<file path="src/rtl/cpu_pkg.sv">
// Shared CPU definitions: ALU opcodes, forward-select encoding and
// default datapath widths used by the pipeline stages.
package cpu_pkg;

    localparam int XLEN   = 32;
    localparam int RA_W   = 5;
    localparam int ALUC_W = 3;

    localparam logic [ALUC_W-1:0] ALU_ADD  = 3'd0;
    localparam logic [ALUC_W-1:0] ALU_SUB  = 3'd1;
    localparam logic [ALUC_W-1:0] ALU_AND  = 3'd2;
    localparam logic [ALUC_W-1:0] ALU_OR   = 3'd3;
    localparam logic [ALUC_W-1:0] ALU_XOR  = 3'd4;
    localparam logic [ALUC_W-1:0] ALU_NOR  = 3'd5;
    localparam logic [ALUC_W-1:0] ALU_SLT  = 3'd6;
    localparam logic [ALUC_W-1:0] ALU_SLTU = 3'd7;

    typedef enum logic [1:0] {
        FWD_REG,
        FWD_EXMEM,
        FWD_MEMWB
    } fwd_sel_e;

endpackage

</file>
<file path="src/rtl/forward_unit.sv">
// Producer match for one source register: EX/MEM beats MEM/WB, r0 never
// matches. Ports: src, exmem_reg_write/exmem_rd, memwb_reg_write/memwb_rd -> sel.
module forward_unit
    import cpu_pkg::*;
#(
    parameter int RA_W = 5
) (
    input  logic [RA_W-1:0] src,
    input  logic            exmem_reg_write,
    input  logic [RA_W-1:0] exmem_rd,
    input  logic            memwb_reg_write,
    input  logic [RA_W-1:0] memwb_rd,
    output fwd_sel_e        sel
);

    logic ex_hit;
    logic wb_hit;

    assign ex_hit = exmem_reg_write && (exmem_rd == src) && (src != '0);
    assign wb_hit = !ex_hit && memwb_reg_write && (memwb_rd == src) && (src != '0);

    always_comb begin
        sel = FWD_REG;
        unique case (1'b1)
            ex_hit:  sel = FWD_EXMEM;
            wb_hit:  sel = FWD_MEMWB;
            default: sel = FWD_REG;
        endcase
    end

endmodule

</file>
<file path="src/rtl/id_ex_stage.sv">
// ID/EX pipeline register with operand forwarding, load-use stall and bubble
// insertion, hold and flush. Inputs: id_* decoded instruction, hold, flush,
// exmem_*/memwb_* producers. Outputs: A, B, ALUControl, ex_* controls,
// ex_store_data, stall_id. Macro ID_EX_FORWARDING_EN enables forwarding;
// without it, RAW hazards on EX/EX-MEM producers stall instead.
module id_ex_stage
    import cpu_pkg::*;
#(
    parameter int XLEN   = 32,
    parameter int RA_W   = 5,
    parameter int ALUC_W = 3
) (
    input  logic              clk,
    input  logic              reset,
    input  logic              id_valid,
    input  logic [RA_W-1:0]   id_rs,
    input  logic [RA_W-1:0]   id_rt,
    input  logic [RA_W-1:0]   id_rd,
    input  logic [XLEN-1:0]   id_rs_data,
    input  logic [XLEN-1:0]   id_rt_data,
    input  logic [XLEN-1:0]   id_imm,
    input  logic              id_alu_src,
    input  logic [ALUC_W-1:0] id_alu_ctrl,
    input  logic              id_reg_write,
    input  logic              id_mem_read,
    input  logic              id_mem_write,
    input  logic              hold,
    input  logic              flush,
    input  logic              exmem_reg_write,
    input  logic [RA_W-1:0]   exmem_rd,
    input  logic [XLEN-1:0]   exmem_result,
    input  logic              memwb_reg_write,
    input  logic [RA_W-1:0]   memwb_rd,
    input  logic [XLEN-1:0]   memwb_result,
    output logic [XLEN-1:0]   A,
    output logic [XLEN-1:0]   B,
    output logic [ALUC_W-1:0] ALUControl,
    output logic              ex_valid,
    output logic              ex_reg_write,
    output logic              ex_mem_read,
    output logic              ex_mem_write,
    output logic [RA_W-1:0]   ex_rd,
    output logic [XLEN-1:0]   ex_store_data,
    output logic              stall_id
);

    typedef struct packed {
        logic              valid;
        logic              reg_write;
        logic              mem_read;
        logic              mem_write;
        logic              alu_src;
        logic [ALUC_W-1:0] alu_ctrl;
        logic [RA_W-1:0]   rd;
        logic [RA_W-1:0]   rs;
        logic [RA_W-1:0]   rt;
        logic [XLEN-1:0]   rs_data;
        logic [XLEN-1:0]   rt_data;
        logic [XLEN-1:0]   imm;
    } id_ex_t;

    id_ex_t q;
    id_ex_t d_load;

    logic [XLEN-1:0] rs_fwd;
    logic [XLEN-1:0] rt_fwd;
    fwd_sel_e        rs_sel;
    fwd_sel_e        rt_sel;
    logic [RA_W-1:0] rs_src;
    logic [RA_W-1:0] rt_src_addr;

    logic rt_is_src;
    logic load_use;
    logic raw_stall;

    assign rt_is_src = !id_alu_src || id_mem_write;

`ifdef ID_EX_FORWARDING_EN
    assign rs_src      = q.rs;
    assign rt_src_addr = q.rt;
`else
    // Without forwarding the units watch the ID sources, so an EX/MEM
    // match becomes a stall condition instead of a mux select.
    assign rs_src      = id_rs;
    assign rt_src_addr = id_rt;
`endif

    forward_unit #(.RA_W(RA_W)) u_fwd_rs (
        .src             (rs_src),
        .exmem_reg_write (exmem_reg_write),
        .exmem_rd        (exmem_rd),
        .memwb_reg_write (memwb_reg_write),
        .memwb_rd        (memwb_rd),
        .sel             (rs_sel)
    );

    forward_unit #(.RA_W(RA_W)) u_fwd_rt (
        .src             (rt_src_addr),
        .exmem_reg_write (exmem_reg_write),
        .exmem_rd        (exmem_rd),
        .memwb_reg_write (memwb_reg_write),
        .memwb_rd        (memwb_rd),
        .sel             (rt_sel)
    );

`ifdef ID_EX_FORWARDING_EN
    always_comb begin
        rs_fwd = q.rs_data;
        rt_fwd = q.rt_data;
        unique case (rs_sel)
            FWD_EXMEM: rs_fwd = exmem_result;
            FWD_MEMWB: rs_fwd = memwb_result;
            default:   rs_fwd = q.rs_data;
        endcase
        unique case (rt_sel)
            FWD_EXMEM: rt_fwd = exmem_result;
            FWD_MEMWB: rt_fwd = memwb_result;
            default:   rt_fwd = q.rt_data;
        endcase
    end

    assign raw_stall = 1'b0;
`else
    logic unused_results;
    logic ex_hit_rs;
    logic ex_hit_rt;

    assign unused_results = ^{exmem_result, memwb_result};
    assign rs_fwd = q.rs_data;
    assign rt_fwd = q.rt_data;

    // A valid writer sitting in EX conflicts with any ID source.
    assign ex_hit_rs = q.valid && q.reg_write && (q.rd == id_rs) && (id_rs != '0);
    assign ex_hit_rt = q.valid && q.reg_write && (q.rd == id_rt) && (id_rt != '0);

    assign raw_stall = id_valid && (
        ex_hit_rs || (rs_sel == FWD_EXMEM) ||
        (rt_is_src && (ex_hit_rt || (rt_sel == FWD_EXMEM))));
`endif

    assign load_use = id_valid && q.valid && q.mem_read && (q.rd != '0) &&
        ((q.rd == id_rs) || ((q.rd == id_rt) && rt_is_src));

    assign stall_id = (load_use || raw_stall) && !hold && !flush;

    always_comb begin
        d_load           = '0;
        d_load.valid     = id_valid;
        d_load.reg_write = id_reg_write;
        d_load.mem_read  = id_mem_read;
        d_load.mem_write = id_mem_write;
        d_load.alu_src   = id_alu_src;
        d_load.alu_ctrl  = id_alu_ctrl;
        d_load.rd        = id_rd;
        d_load.rs        = id_rs;
        d_load.rt        = id_rt;
        d_load.rs_data   = id_rs_data;
        d_load.rt_data   = id_rt_data;
        d_load.imm       = id_imm;
    end

    always_ff @(posedge clk) begin
        if (reset) begin
            q <= '0;
        end else if (flush) begin
            q <= '0;
        end else if (hold) begin
`ifdef ID_EX_FORWARDING_EN
            // Capture values from producers that retire during the freeze.
            q.rs_data <= rs_fwd;
            q.rt_data <= rt_fwd;
`endif
        end else if (stall_id) begin
            q <= '0;
        end else begin
            q <= d_load;
        end
    end

    assign A             = rs_fwd;
    assign B             = q.alu_src ? q.imm : rt_fwd;
    assign ex_store_data = rt_fwd;
    assign ALUControl    = q.alu_ctrl;
    assign ex_valid      = q.valid;
    assign ex_reg_write  = q.reg_write;
    assign ex_mem_read   = q.mem_read;
    assign ex_mem_write  = q.mem_write;
    assign ex_rd         = q.rd;

endmodule

</file>
<file path="config.mk">
export PLATFORM = sky130hd
export DESIGN_NAME = id_ex_stage
export DESIGN_NICKNAME = d
export VERILOG_FILES = /design/src/rtl/cpu_pkg.sv /design/src/rtl/forward_unit.sv /design/src/rtl/id_ex_stage.sv
export SDC_FILE = /design/constraint.sdc
export NUM_CORES = 1
export LEC_CHECK = 0
export CELL_PAD_IN_SITES_DETAIL_PLACEMENT = 0
export CELL_PAD_IN_SITES_GLOBAL_PLACEMENT = 1
export CORE_UTILIZATION = 26
export DETAILED_ROUTE_END_ITERATION = 10
export GPL_ROUTABILITY_DRIVEN = 0
export PLACE_DENSITY = 0.86
export SYNTH_ARGS = -nofsm -noshare
export SYNTH_HDL_FRONTEND = slang
export SYNTH_HIERARCHICAL = 1
export SYNTH_SLANG_ARGS = --single-unit
</file>
<file path="constraint.sdc">
create_clock -name clk -period 2.8 [get_ports clk]
set_input_delay 0.42 -clock clk [delete_from_list [all_inputs] [get_ports clk]]
set_output_delay 0.42 -clock clk [all_outputs]
set_load 0.02 [all_outputs]
</file>
### Word level (Yosys, flattened, before mapping)

Index checks and enable logic that the tools add are counted.

| storage, ports and cells | value |
|---|---|
| register bits after elaboration | 109 |
| output and inout port bits | 109 |

| cells by class | value |
|---|---|
| eq/ne operators | 8 |
| muxes and demuxes | 4 |
| reduce and logical (&&, ||, !) cells | 39 |

Operator list:

| cell | number |
|---|---|
| $mux W119 | 1 |
| $mux W32 | 1 |
| $eq A5 B5 Y1 | 6 |
| $logic_and A1 B1 Y1 | 24 |
| $reduce_bool A5 Y1 | 3 |
| $pmux W2 S2 | 2 |
| $logic_or A1 B1 Y1 | 6 |
| $logic_not A1 Y1 | 5 |
| $eq A2 B1 Y1 const B | 2 |
| $reduce_or A2 Y1 | 1 |

### Logic depth before layout (Yosys ltp)

Gate-level depths: netlist of the first run.

| logic depth | value |
|---|---|
| depth after elaboration | 17 |
| mapped depth | 11 |
| mapped depth without buffers | 8 |

### Hierarchy

The synthesis of the first run kept the hierarchy.

By module, submodules not included:

| module | times used | cells an instance | area each (sq um) | seq. area each (sq um) |
|---|---|---|---|---|
| id_ex_stage | 1 | 611 | 4917.2 | 2182.1 |
| forward_unit | 2 | 18 | 138.9 | 0.0 |

### Worst setup path after synthesis of the first run

Ideal clock, no wire load.

| timing | value |
|---|---|
| kind | input port to output port |
| start | input id_rt[0] |
| end | output stall_id |
| data arrival time | 2.217 ns |
| required time | 2.380 ns |
| setup slack | 0.163 ns |
| stages on the path | 10 |
| cells stage by stage | or4_1 nor2_1 a2111oi_0 inv_1 a32oi_1 inv_1 o31a_1 buf_6 buf_8 nor3b_1 |

| between the ends | value |
|---|---|
| cells in the longest elaborated chain, start to end | 16 |
| elaborated cells between the ends (all ways) | 24 |
| those cells by class | eq/ne: 4; mux: 1; reduce/logical: 19 |

Ends and longest elaborated chain:

| what | line | RTL |
|---|---|---|
| start, declared | id_ex_stage.sv:17 | `input logic [RA_W-1:0] id_rt,` |
| $eq A5 B5 Y1 | forward_unit.sv:19 | `assign ex_hit = exmem_reg_write && (exmem_rd == src) && (src != '0);` |
| $logic_and A1 B1 Y1 (2 in series) | forward_unit.sv:19 |  |
| $logic_not A1 Y1 | forward_unit.sv:20 | `assign wb_hit = !ex_hit && memwb_reg_write && (memwb_rd == src) && (src != '0);` |
| $logic_and A1 B1 Y1 (3 in series) | forward_unit.sv:20 |  |
| $pmux W2 S2 (*) | forward_unit.sv:24 | `unique case (1'b1)` |
| net rt_sel[1] | id_ex_stage.sv:68 | `fwd_sel_e rt_sel;` |
| $eq A2 B1 Y1 (*) | id_ex_stage.sv:138 | `(rt_is_src && (ex_hit_rt \|\| (rt_sel == FWD_EXMEM))));` |
| $logic_or A1 B1 Y1 (*) | id_ex_stage.sv:138 |  |
| $logic_and A1 B1 Y1 (*) | id_ex_stage.sv:138 |  |
| $logic_or A1 B1 Y1 (*) | id_ex_stage.sv:137 | `ex_hit_rs \|\| (rs_sel == FWD_EXMEM) \|\|` |
| $logic_and A1 B1 Y1 (*) | id_ex_stage.sv:136 | `assign raw_stall = id_valid && (` |
| $logic_or A1 B1 Y1 (*) | id_ex_stage.sv:144 | `assign stall_id = (load_use \|\| raw_stall) && !hold && !flush;` |
| $logic_and A1 B1 Y1 (*) (2 in series) | id_ex_stage.sv:144 |  |
| end, declared | id_ex_stage.sv:44 | `output logic stall_id` |

The timed path passes the listed nets; every way through them passes the cells marked *.

### Worst setup path in the final report of the first run

| timing | value |
|---|---|
| start | input id_rt[2] |
| end | output stall_id |

Same word-level chain as after synthesis.

==> out/results.md, run 1 <==
### Status
• completed — status

### Detailed routing
• 14.1 microns — Avg WL per Cell
• 4,675 — total via count after detailed routing
• 15,300 microns — total wire length
• 4.31 — vias per cell
• 4 — number of detailed-routing iterations run before antenna repair
• 0 — Detail Route Antenna Nets
• 0 — Post-route DRC
• 141 — DRC marker count from the first detailed-route iteration

### Critical path
• 2.33 ns — data arrival time of the critical path
• primary output — critical path capture point type
• 2.38 ns — worst endpoint required time
• in2out — critical path class
• 4 — Max Fanout on Critical Path
• input pin — Startpoint Class
• 7 — R2R cell count

### Placed design
• 7440 sq um — Placement Cell Area
• 10,800 microns — half-perimeter wire length after placement
• 243 — IO Port Bufs

### Power and ir drop
• 0.00345 W — total power draw
• 274 uV — IR drop worst, VDD
• 444 nW/um^2 — total power per unit cell area
• 2.76 nW — LEAKAGE

### Timing
• 0.451 ns — hold slack final
• 0 — Hold Vio Cnt, Final
• 363 MHz — Max Freq
• 0 ns — accumulated negative setup slack
• 0 — final setup violation count
• 98.3% — final period utilization
• 0.00853 ns — setup skew after layout
• 0 — fin. max-slew vios
• 2.75 ns — Tmin final
• 0.565 ns — slew of the pin with the lowest slew margin
• 62.3% — Max-Slew Margin vs Limit

### Finish
• 49.8% — synthesis-to-finish area growth
• 2,043 — Layout fillers
• 7780 sq um — Non-Filler Cell Area, Final
• 2180 sq um — register area
• 0 — antenna cell count
• 13.8% — fraction of final layout cells sized beyond drive strength 1
• 2380 sq um — footprint of the multi-input gates
• 39.9% — Util after Layout
• 1,013 — Total Nets Final

### Synth
• 846 — syn nets
• 31 — number of different library cells in the post-synthesis netlist
• 8.03 sq um — Post-Synthesis Mean Instance Area
• sky130_fd_sc_hd__dfxtp_1 — main flop type after synthesis
• 0% — fraction of registers with async set/reset
• 5190 sq um — Mapped Area
• sky130_fd_sc_hd__dfxtp_1 — cell accounting for the most synthesized area
• 42.0% — proportion of netlist area held by the largest area contributor
• 42.0% — portion of the post-synthesis area used by sequential elements
• 6 — Synthesis Warnings
• 647 — number of standard cells after synthesis
• sky130_fd_sc_hd__dfxtp_1 42%, sky130_fd_sc_hd__nand2_1 16%, sky130_fd_sc_hd__buf_4 10% — synth top area cells
• 0 — number of enable flip-flop cells after synthesis
• 109 — register bit total from synthesis

### Floorplan
• 20,600 sq um — floorplan die area
• 19,500 sq um — core footprint
• 51 — number of core rows
• 143 microns — die outline height
• 26.6% — Starting Density
• 143 microns — x dimension of the die
• 308 — count of pins on the block boundary

### Clock tree
• 2 — buffer depth of the longest clock path
• 0.07 ns — clock transition at the register clock pins on the worst setup and hold paths after CTS
• 3 — # H-tree levels
• yes — CTS tree
• 109 — clk sinks
• 9 — cts bufs inserted
• sky130_fd_sc_hd__clkbuf_16 — CTS root buffer
• 0 — CTS Hold Bufs
• 0.35 ns — worst-skew pair later-pin latency

### Min path
• 2 — depth of the worst hold-timing path
• reg2reg — worst hold-check path type

### Global route
• 70 — largest net degree at the start of global routing
• 14.8% — GRT Resource Usage Total
• 23,500 microns — global-route wire length before repair
• 0 — Remaining Overflow, GRT
• 4,576 — vias in the first global route
• 0 — antenna violations before repair

### Flow run
• 0 — count of max-cap constraint violations

## cells by family after synthesis
group / after synthesis / synth area share (%)
simple gates: 244 / 19.0
xor+xnor: 30 / 5.06
flops: 109 / 42.0
buf+inv: 114 / 14.3
compound gates: 118 / 12.6
mux: 32 / 6.94
## worst paths after layout
check | from | to | slack [ns]
worst max-delay path | id_rt[2] | stall_id | 0.05
worst min-delay path | q[28] | q[28] | 0.45
worst max register to register | ex_rd[4] | q[20] | 0.37
worst min register to register | q[28] | q[28] | 0.45
## layer usage
layer,up-vias,wire [microns],GRT usage [%]
li1,2371,-,-
met1,2125,6270,16.2
met2,168,7230,25.9
met3,11,1610,6.30
met4,0,166,4.26
met5,-,0,0
## cells in the mapped netlist (2+ instances only)
master and count:
sky130_fd_sc_hd__a211oi_1 2, sky130_fd_sc_hd__dfxtp_1 109, sky130_fd_sc_hd__o21ai_0 100, sky130_fd_sc_hd__nor2_1 4, sky130_fd_sc_hd__nor4_1 2, sky130_fd_sc_hd__xor2_1 8, sky130_fd_sc_hd__a2111oi_0 2, sky130_fd_sc_hd__and2_1 3
sky130_fd_sc_hd__xnor2_1 22, sky130_fd_sc_hd__mux2_2 32, sky130_fd_sc_hd__inv_1 3, sky130_fd_sc_hd__or4_1 4, sky130_fd_sc_hd__buf_4 72, sky130_fd_sc_hd__and3b_1 2, sky130_fd_sc_hd__clkbuf_1 27, sky130_fd_sc_hd__clkbuf_2 9
sky130_fd_sc_hd__nand4_1 4, sky130_fd_sc_hd__nand2_1 219, sky130_fd_sc_hd__o21ai_2 11
## cell type report
class                   instances  share of cell area (%)
repair buffers                267                    33.3
flip-flops and latches        109                    28.1
inverters                       3                   0.145
multi-input cells             424                    30.6
clock inverters                 6                   0.579
well taps                     265                    4.26
clock buffers                  10                    3.07
## metrics by stage
stage	cells	setup WS (ns)
floorplan	647	0.163
global placement	1066	-0.711
detailed placement	1066	-0.705
CTS	1084	0.00207
global route	1084	-0.0230
finish	1084	0.0477
## repair_timing
| action | 4_1_cts | 5_1_grt |
|---|---|---|
| pin swaps | 8 | 6 |
| gates cloned | 0 | 0 |
| gates resized for setup | 52 | 21 |
| buffers inserted | 2 | 0 |
| endpoints found under the setup margin | 42 | 1 |
## critical path: stages
cell	delay, ns
sky130_fd_sc_hd__buf_2	0.13
sky130_fd_sc_hd__or4_4	0.55
sky130_fd_sc_hd__nor2_4	0.13
sky130_fd_sc_hd__and3b_1	0.18
sky130_fd_sc_hd__a32oi_1	0.20
sky130_fd_sc_hd__inv_1	0.08
sky130_fd_sc_hd__o31a_2	0.30
sky130_fd_sc_hd__nor3b_2	0.17
sky130_fd_sc_hd__buf_2	0.17
## sequential cells by signal, summed over array words and instances, names as in the netlist
signal and flops:
A 32, ex_valid 1, ex_reg_write 1, ex_mem_read 1, ex_mem_write 1, ALUControl 3, q 33, ex_store_data 32
ex_rd 5
## where the power goes
group	leakage, nW	switching, W	internal (W)
registers	0.889	0.0000328	0.00160
clock network	0.143	0.000598	0.000635
logic	1.73	0.000251	0.000333
total	2.76	0.000882	0.00257
## cell usage in the layout (no fill, tap or decap), types with 4 or more instances in the layout
cell,count
sky130_fd_sc_hd__buf_2,7
sky130_fd_sc_hd__clkbuf_16,9
sky130_fd_sc_hd__o21ai_2,12
sky130_fd_sc_hd__nand2_1,218
sky130_fd_sc_hd__mux2_2,32
sky130_fd_sc_hd__nand4_1,4
sky130_fd_sc_hd__xor2_1,4
sky130_fd_sc_hd__o21ai_0,99
sky130_fd_sc_hd__buf_4,20
sky130_fd_sc_hd__dlygate4sd2_1,11
sky130_fd_sc_hd__xor2_2,4
sky130_fd_sc_hd__clkdlybuf4s50_1,220
sky130_fd_sc_hd__dfxtp_1,108
sky130_fd_sc_hd__xnor2_1,22
Power figures use the tool's default switching activity.
==> inputs of run 2 (changes only) <==
GPL_TIMING_DRIVEN = 0   (was not set)
==> out/results.md, run 2 (synthesis results as in run 1) <==
### Finish
• 1,996 — Layout fillers, -2.3%
• 33 — number of flip-flops in the largest register, unchanged
• 20.7% — fraction of final layout cells sized beyond drive strength 1, +6.9 points
• 2380 sq um — footprint of the multi-input gates, +0.16%
• 220 x sky130_fd_sc_hd__clkdlybuf4s50_1, 217 x sky130_fd_sc_hd__nand2_1, 109 x sky130_fd_sc_hd__dfxtp_1 — top library cells by usage in the layout, fill and taps aside
• q — register ranked first by flip-flop count
• 1,103 — Total Nets Final, +8.9%
• 2180 sq um — register area, about the same
• 0 — antenna cell count, unchanged
• 60.8% — synthesis-to-finish area growth
• sky130_fd_sc_hd__clkdlybuf4s50_1 — most frequent standard cell in the layout excluding fill and tap cells

### Timing
• 357 MHz — Max Freq, -1.8%
• 58.2% — Max-Slew Margin vs Limit, -4.1 points
• 100% — final period utilization, +1.8 points
• yes — RSZ-0062 raised after global routing
• -0.00263 ns — worst setup margin, -0.0504 ns
• 2.80 ns — Tmin final, +0.0504 ns
• 0.0152 ns — setup skew after layout, +0.00668 ns
• 0 — Hold Vio Cnt, Final, unchanged
• 0.454 ns — hold slack final, +0.00287 ns
• 0 — fin. max-slew vios, unchanged
• 1 — final setup violation count, +1
• 0.627 ns — slew of the pin with the lowest slew margin, +0.0620 ns

### Global route
• 19.8% — met1 usage, +3.6 points
• 19 — largest net degree at the start of global routing, -73%
• 16.5% — GRT Resource Usage Total, +1.7 points
• 27.4% — met2 Use GR, +1.5 points
• 25,800 microns — global-route wire length before repair, +9.7%
• 1 — antenna violations before repair, +1
• 5.60% — GR Layer Usage met3, -0.70 points
• met2 — most used routing layer in global routing
• 4,725 — vias in the first global route, +3.3%
• 0 — Remaining Overflow, GRT, unchanged

### Min path
• reg2reg — worst hold-check path type

### Detailed routing
• 4,932 — total via count after detailed routing, +5.5%
• 0 — Detail Route Antenna Nets, unchanged
• 0 — Post-route DRC, unchanged
• 4.20 — vias per cell, -2.6%
• 4 — number of detailed-routing iterations run before antenna repair, unchanged
• 182 — DRC marker count from the first detailed-route iteration, +29%
• 14.3 microns — Avg WL per Cell, +1.8%
• 16,800 microns — total wire length, +10%

### Floorplan
• 20,600 sq um — floorplan die area, unchanged
• 308 — count of pins on the block boundary, unchanged
• 19,500 sq um — core footprint, unchanged
• 143 microns — x dimension of the die, unchanged
• 26.6% — Starting Density, unchanged
• 51 — number of core rows, unchanged
• 143 microns — die outline height, unchanged

### Critical path
• 2.38 ns — worst endpoint required time, about the same
• 2.38 ns — data arrival time of the critical path, +0.05 ns
• input pin — Startpoint Class
• primary output — critical path capture point type
• in2out — critical path class
• 6 — Max Fanout on Critical Path, +2

### Placed design
• 243 — IO Port Bufs, unchanged
• 12,700 microns — half-perimeter wire length after placement, +18%

### Status
• negative setup slack — failing checks
• complete, but fails checks — status

### Clock tree
• 3 — # H-tree levels, unchanged
• sky130_fd_sc_hd__clkbuf_16 — CTS root buffer
• 2 — buffer depth of the longest clock path, unchanged
• 109 — clk sinks, unchanged
• 9 — cts bufs inserted, unchanged
• 0.08 ns — clock transition at the register clock pins on the worst setup and hold paths after CTS, about the same
• 0.36 ns — worst-skew pair later-pin latency, about the same
• yes — CTS tree

### Power and ir drop
• 444 nW/um^2 — total power per unit cell area, +0.14%
• 3.17 nW — LEAKAGE, +15%
• 282 uV — IR drop worst, VDD, +3.1%
• 0.00371 W — total power draw, +7.5%

### Flow run
• 0 — count of max-cap constraint violations, unchanged

==> run 2: cell count changes in the layout (fill, tap and decap cells not counted), sizes merged <==
cell | previous run | this run
inv | 5 | 6
clkdlybuf4s15 | 1 | 2
buf | 31 | 91
bufinv | 0 | 2
clkbuf | 13 | 51
clkinv | 4 | 1
dlygate4sd2 | 11 | 2
==> run 2: area by class of cell <==
| cell class | instances | share of cell area [%] |
|---|---|---|
| repair buffers | 249 | 28.7 |
| multi-input cells | 424 | 28.5 |
| flip-flops and latches | 109 | 26.1 |
| plain buffers | 108 | 8.60 |
| well taps | 265 | 3.97 |
| clock buffers | 10 | 2.86 |
| clock inverters | 6 | 1.09 |
| inverters | 3 | 0.135 |
==> run 2: worst max-delay path: stages <==
cell and delay (ns):
sky130_fd_sc_hd__buf_4 0.14, sky130_fd_sc_hd__or4_4 0.53, sky130_fd_sc_hd__nor2_4 0.12, sky130_fd_sc_hd__and3b_1 0.17, sky130_fd_sc_hd__a32oi_1 0.21, sky130_fd_sc_hd__inv_1 0.08
sky130_fd_sc_hd__o31a_1 0.29, sky130_fd_sc_hd__buf_6 0.13, sky130_fd_sc_hd__nor3b_1 0.13, sky130_fd_sc_hd__buf_2 0.16
==> run 2: worst paths after layout <==
kind,depth (start not counted),endpoint,slack (ns),startpoint
setup / recovery,10,stall_id,-0.003,id_rt[4]
hold / removal,2,q[24],0.45,q[24]
setup reg to reg,8,q[1],0.50,ex_rd[4]
hold reg to reg,2,q[24],0.45,q[24]
==> run 2: power breakdown <==
group	total (W)	switching [W]	internal (W)
sequential	0.00164	0.0000359	0.00160
combinational	0.000627	0.000263	0.000364
clock	0.00145	0.000630	0.000818
==> run 2: timing repair <==
action,CTS,global route
pin swaps,8,17
hold buffers,0,0
setup buffers,4,1
setup endpoints to repair,42,7
gates resized for setup,72,33
==> run 2: routing by layer <==
metal	up-vias	wire length (microns)
li1	2550	-
met1	2190	7350
met5	-	0
met4	0	265
met3	16	1540
met2	176	7690
==> run 2: metrics by stage <==
stage                     util (%)  instances  area (sq um)   TNS, ns  setup slack, ns
after CTS                     42.6       1174          8330         0          0.00270
after global placement        40.8       1155          7960    -61.69            -1.13
after floorplan                  -        647          5190         0            0.163
after detailed placement      40.8       1156          7980    -31.52            -1.05
final                         42.8       1174          8360  -0.00263         -0.00263
after global routing          42.8       1174          8360   -0.0901          -0.0901
==> variant 1: new RTL, config.mk and constraints of run 1 <==
The option `ID_EX_FORWARDING_EN` is turned on by a define.
--- a/src/rtl/id_ex_stage.sv
+++ b/src/rtl/id_ex_stage.sv
@@ -4,4 +4,6 @@
 // ex_store_data, stall_id. Macro ID_EX_FORWARDING_EN enables forwarding;
 // without it, RAW hazards on EX/EX-MEM producers stall instead.
+`define ID_EX_FORWARDING_EN
+
 module id_ex_stage
     import cpu_pkg::*;
Function: changed (Yosys sat finds a counterexample within 4 cycles, from zero or initial values).
==> variant 1 against run 1 <==
The run now ends with negative setup slack left. Cell area grew 67%. Clock power increased by 67%. Wire length is 110% higher. Largest power group is now the clock network. Power is 56% higher. Utilization up 10 points. Synthesized cell count up 34%. Setup slack worse by 0.61 ns. Via count rose by 81%. Sequential cell count rose by 10. Area after synthesis increased by 33%. Sequential power is 14% higher. Combinational power rose to 2.5 times the old value.
==> variant 1: results (changes against run 1) <==
The flow ran to the end, but the final reports show violations. The checks that failed: negative setup slack. The number of port buffers came out at 307 (+26%). Yosys attributes the largest share of cell area to sky130_fd_sc_hd__dfxtp_1, sky130_fd_sc_hd__a32oi_1, sky130_fd_sc_hd__o21ai_1. The combined flip-flop and latch cell area is 2410 um2 (+10%). The number of inverters outside the clock class in the layout is 5 (+2).

The DRC violation total after the first TritonRoute iteration is 502 (+260%). The number of instances in the placed design came to 1494 (+40%). The number of instances in the synthesized netlist came out at 870 (+34%). The compound-gate portion of the synthesized area is 36.0% (+23 points). The final worst setup slack came out at -0.559 ns (-0.606 ns). The clock slew seen by the registers of the worst setup and hold paths was 0.05 ns (-0.02 ns). The worst hold margin came out at 0.469 ns (+0.0186 ns). The count of cell types in the netlist was 30 (-3.2%). The number of sinks handled by clock tree synthesis came out at 119 (+9.2%). The number of filler instances in the final layout is 2416 (+18%).

The multi-input logic portion of the cell area is 38.1% (+7.5 points). The startpoint identified for the worst hold timing path is q[19]$_SDFFE_PP0N_. The clock latency of the later-clocked register in the worst-skew pair was 0.41 ns (+0.06 ns). The final-layout clock buffer total is 20 (+10). The clock network area share is 4.08% (+0.43 points). The proportion of layout cells with a drive suffix above 1 is 36.9% (+23 points).

The area of all placed cells without fillers came out at 13000 um2 (+67%). The global routing usage on met3 came out at 5.42% (-0.87 points). The top fanout value on the critical path was 8 (+4). The worst setup path is of the register to primary output kind.

The accumulated negative setup slack came to -36.41 ns (-36.41 ns). The total routed wire length on the met1 layer came out at 14200 um (+130%). The flip-flop count of the largest register, all copies and words added is 97 (+190%). The detailed-route wire length per cell is 20.8 um (+48%).

The leakage power figure came to 4.65 nW (+69%). The total track usage came out at 23.2% (+8.4 points). By count the netlist is led by sky130_fd_sc_hd__nand2_1, sky130_fd_sc_hd__o21ai_1, sky130_fd_sc_hd__a32oi_1, sky130_fd_sc_hd__dfxtp_1, sky130_fd_sc_hd__clkbuf_1.

The mux cell area share after synthesis is 5.23% (-1.7 points). The wire length on met2 came to 15000 um (+110%). The number of antenna violations at the first check in global routing is 3 (+3). The number of iterations in the first detailed-routing pass is 5 (+1). The adder and majority cell fraction of the synthesized area is 0.727% (+0.73 points). The endpoint identified for the worst register-to-register timing path is q[57]$_SDFF_PP0_. The worst hold path endpoint is q[19]$_SDFFE_PP0N_. The pin count of the biggest net entering global routing is 120 (+71%).

The final setup violation count came out at 96 (+96). The total setup buffers inserted after CTS is 40 (+38).
-- variant 1: critical path, cell delays in order, from the launching register on --
cell and delay (ns):
sky130_fd_sc_hd__dfxtp_4 0.35, sky130_fd_sc_hd__or4_4 0.55, sky130_fd_sc_hd__nor2_4 0.09, sky130_fd_sc_hd__buf_4 0.12, sky130_fd_sc_hd__a2111oi_4 0.04, sky130_fd_sc_hd__buf_4 0.18
sky130_fd_sc_hd__ha_4 0.23, sky130_fd_sc_hd__buf_12 0.16, sky130_fd_sc_hd__buf_6 0.13, sky130_fd_sc_hd__buf_6 0.12, sky130_fd_sc_hd__nand2_4 0.06, sky130_fd_sc_hd__o21ai_4 0.07
sky130_fd_sc_hd__mux2_4 0.28, sky130_fd_sc_hd__buf_6 0.14
-- variant 1: power by group --
part	switching [mW]	leakage, nW	internal, mW
combinational	0.691	3.41	0.780
sequential	0.0681	0.985	1.80
clock	0.831	0.257	1.22
total	1.59	4.65	3.81
==> variant 2: new RTL, settings of run 1 <==
Without the edit above. Reset style: asynchronous (`reset`), changed in one clocked block.
--- a/src/rtl/id_ex_stage.sv
+++ b/src/rtl/id_ex_stage.sv
@@ -160,5 +160,5 @@
     end
 
-    always_ff @(posedge clk) begin
+    always_ff @(posedge clk or posedge reset) begin
         if (reset) begin
             q <= '0;
Check against the original RTL: differs if reset is asserted again (counterexample within 4 cycles, from zero or initial values and one cycle with reset high); with reset held inactive, the same outputs for 4 cycles.
==> variant 2 against run 1 <==
Cell count decreased by 18%. Via count shrank 15%. Area after synthesis is 1.2% higher. Synthesized cell count down 34%. Power increased by 11%. Sequential power rose by 5%. Highest routed layer unchanged. Cell area rose by 3.3%. Wire length fell by 5.0%. Setup slack improved by 0.041 ns. Utilization increased by 1.1 points. Sequential cell count unchanged. Critical endpoint unchanged.
==> variant 2: results (changes against run 1) <==
The start of the worst register-to-register path is ex_rd[1]$_DFFE_PP0P_. The combined flip-flop and latch cell area is 2730 um2 (+25%). The flow ran to the end, and the final reports show no timing, DRC or antenna violations. The number of standard cells in the layout, taps in and fillers out came to 884 (-18%). The post-route clock skew is 0.00843 ns (-0.0000933 ns).

The total power after layout came out at 3.82 mW (+11%). The peak supply drop is 254 uV (-7.4%). The register-to-register setup slack came out at 0.50 ns (+0.13 ns). The worst register-to-register path ends at ex_store_data[15]$_DFFE_PP0P_. The endpoint arrival time on the critical path is 2.29 ns (-0.04 ns). The wire length on met2 is 6850 um (-5.4%). The DRC violation total after the first TritonRoute iteration is 185 (+31%). The fraction of met2 tracks used by global routing came out at 22.6% (-3.3 points). The wire length on met3 is 1430 um (-11%). The worst-margin pin slew is 0.640 ns (+0.0750 ns). The area of all placed cells without fillers came out at 8040 um2 (+3.3%). The number of instances in the synthesized netlist came out at 424 (-34%). The number of nets in the finished design came out at 813 (-20%). The number of buffers outside the clock class in the layout came out at 278 (+4.1%). The pin count of the biggest net entering global routing came out at 110 (+57%). The proportion of final cell area spent on non-clock buffers came to 34.4% (+1.1 points). The global-route wire length before repair is 21600 um (-7.9%). The global routing usage on met3 is 5.66% (-0.64 points). The number of instances in the placed design is 867 (-19%).

The total routed wire length on the met1 layer came out at 6020 um (-3.9%). The sum of net half-perimeters after detailed placement is 10500 um (-2.8%). The clock network area share came out at 3.41% (-0.24 points).
[variant 2: kinds of logic after synthesis]
group | count (synthesis) | synth area share [%]
AOI/OAI and AO/OA | 117 | 19.5
buffers and inverters | 102 | 12.8
DFF | 109 | 51.9
muxes | 32 | 6.86
xor gates and xnor gates | 30 | 5.00
and+or+nand+nor | 34 | 3.93
[variant 2: worst max path at each step]
stage               startpoint  slack, ns  endpoint  cells after the start
global placement      id_rt[4]      -0.61  stall_id                     11
finish                id_rt[4]       0.09  stall_id                     10
global route          id_rt[4]      -0.01  stall_id                     10
detailed placement    id_rt[4]      -0.63  stall_id                     11
CTS                   id_rs[3]      0.002  stall_id                     11
floorplan             id_rt[0]       0.32  stall_id                      8
[variant 2: what timing repair did]
item                                    CTS  global route
pin swaps                                 8            10
endpoints found under the setup margin    1             1
resized for setup                        22            22
hold endpoints to repair                  0             0
buffers inserted                          0             1
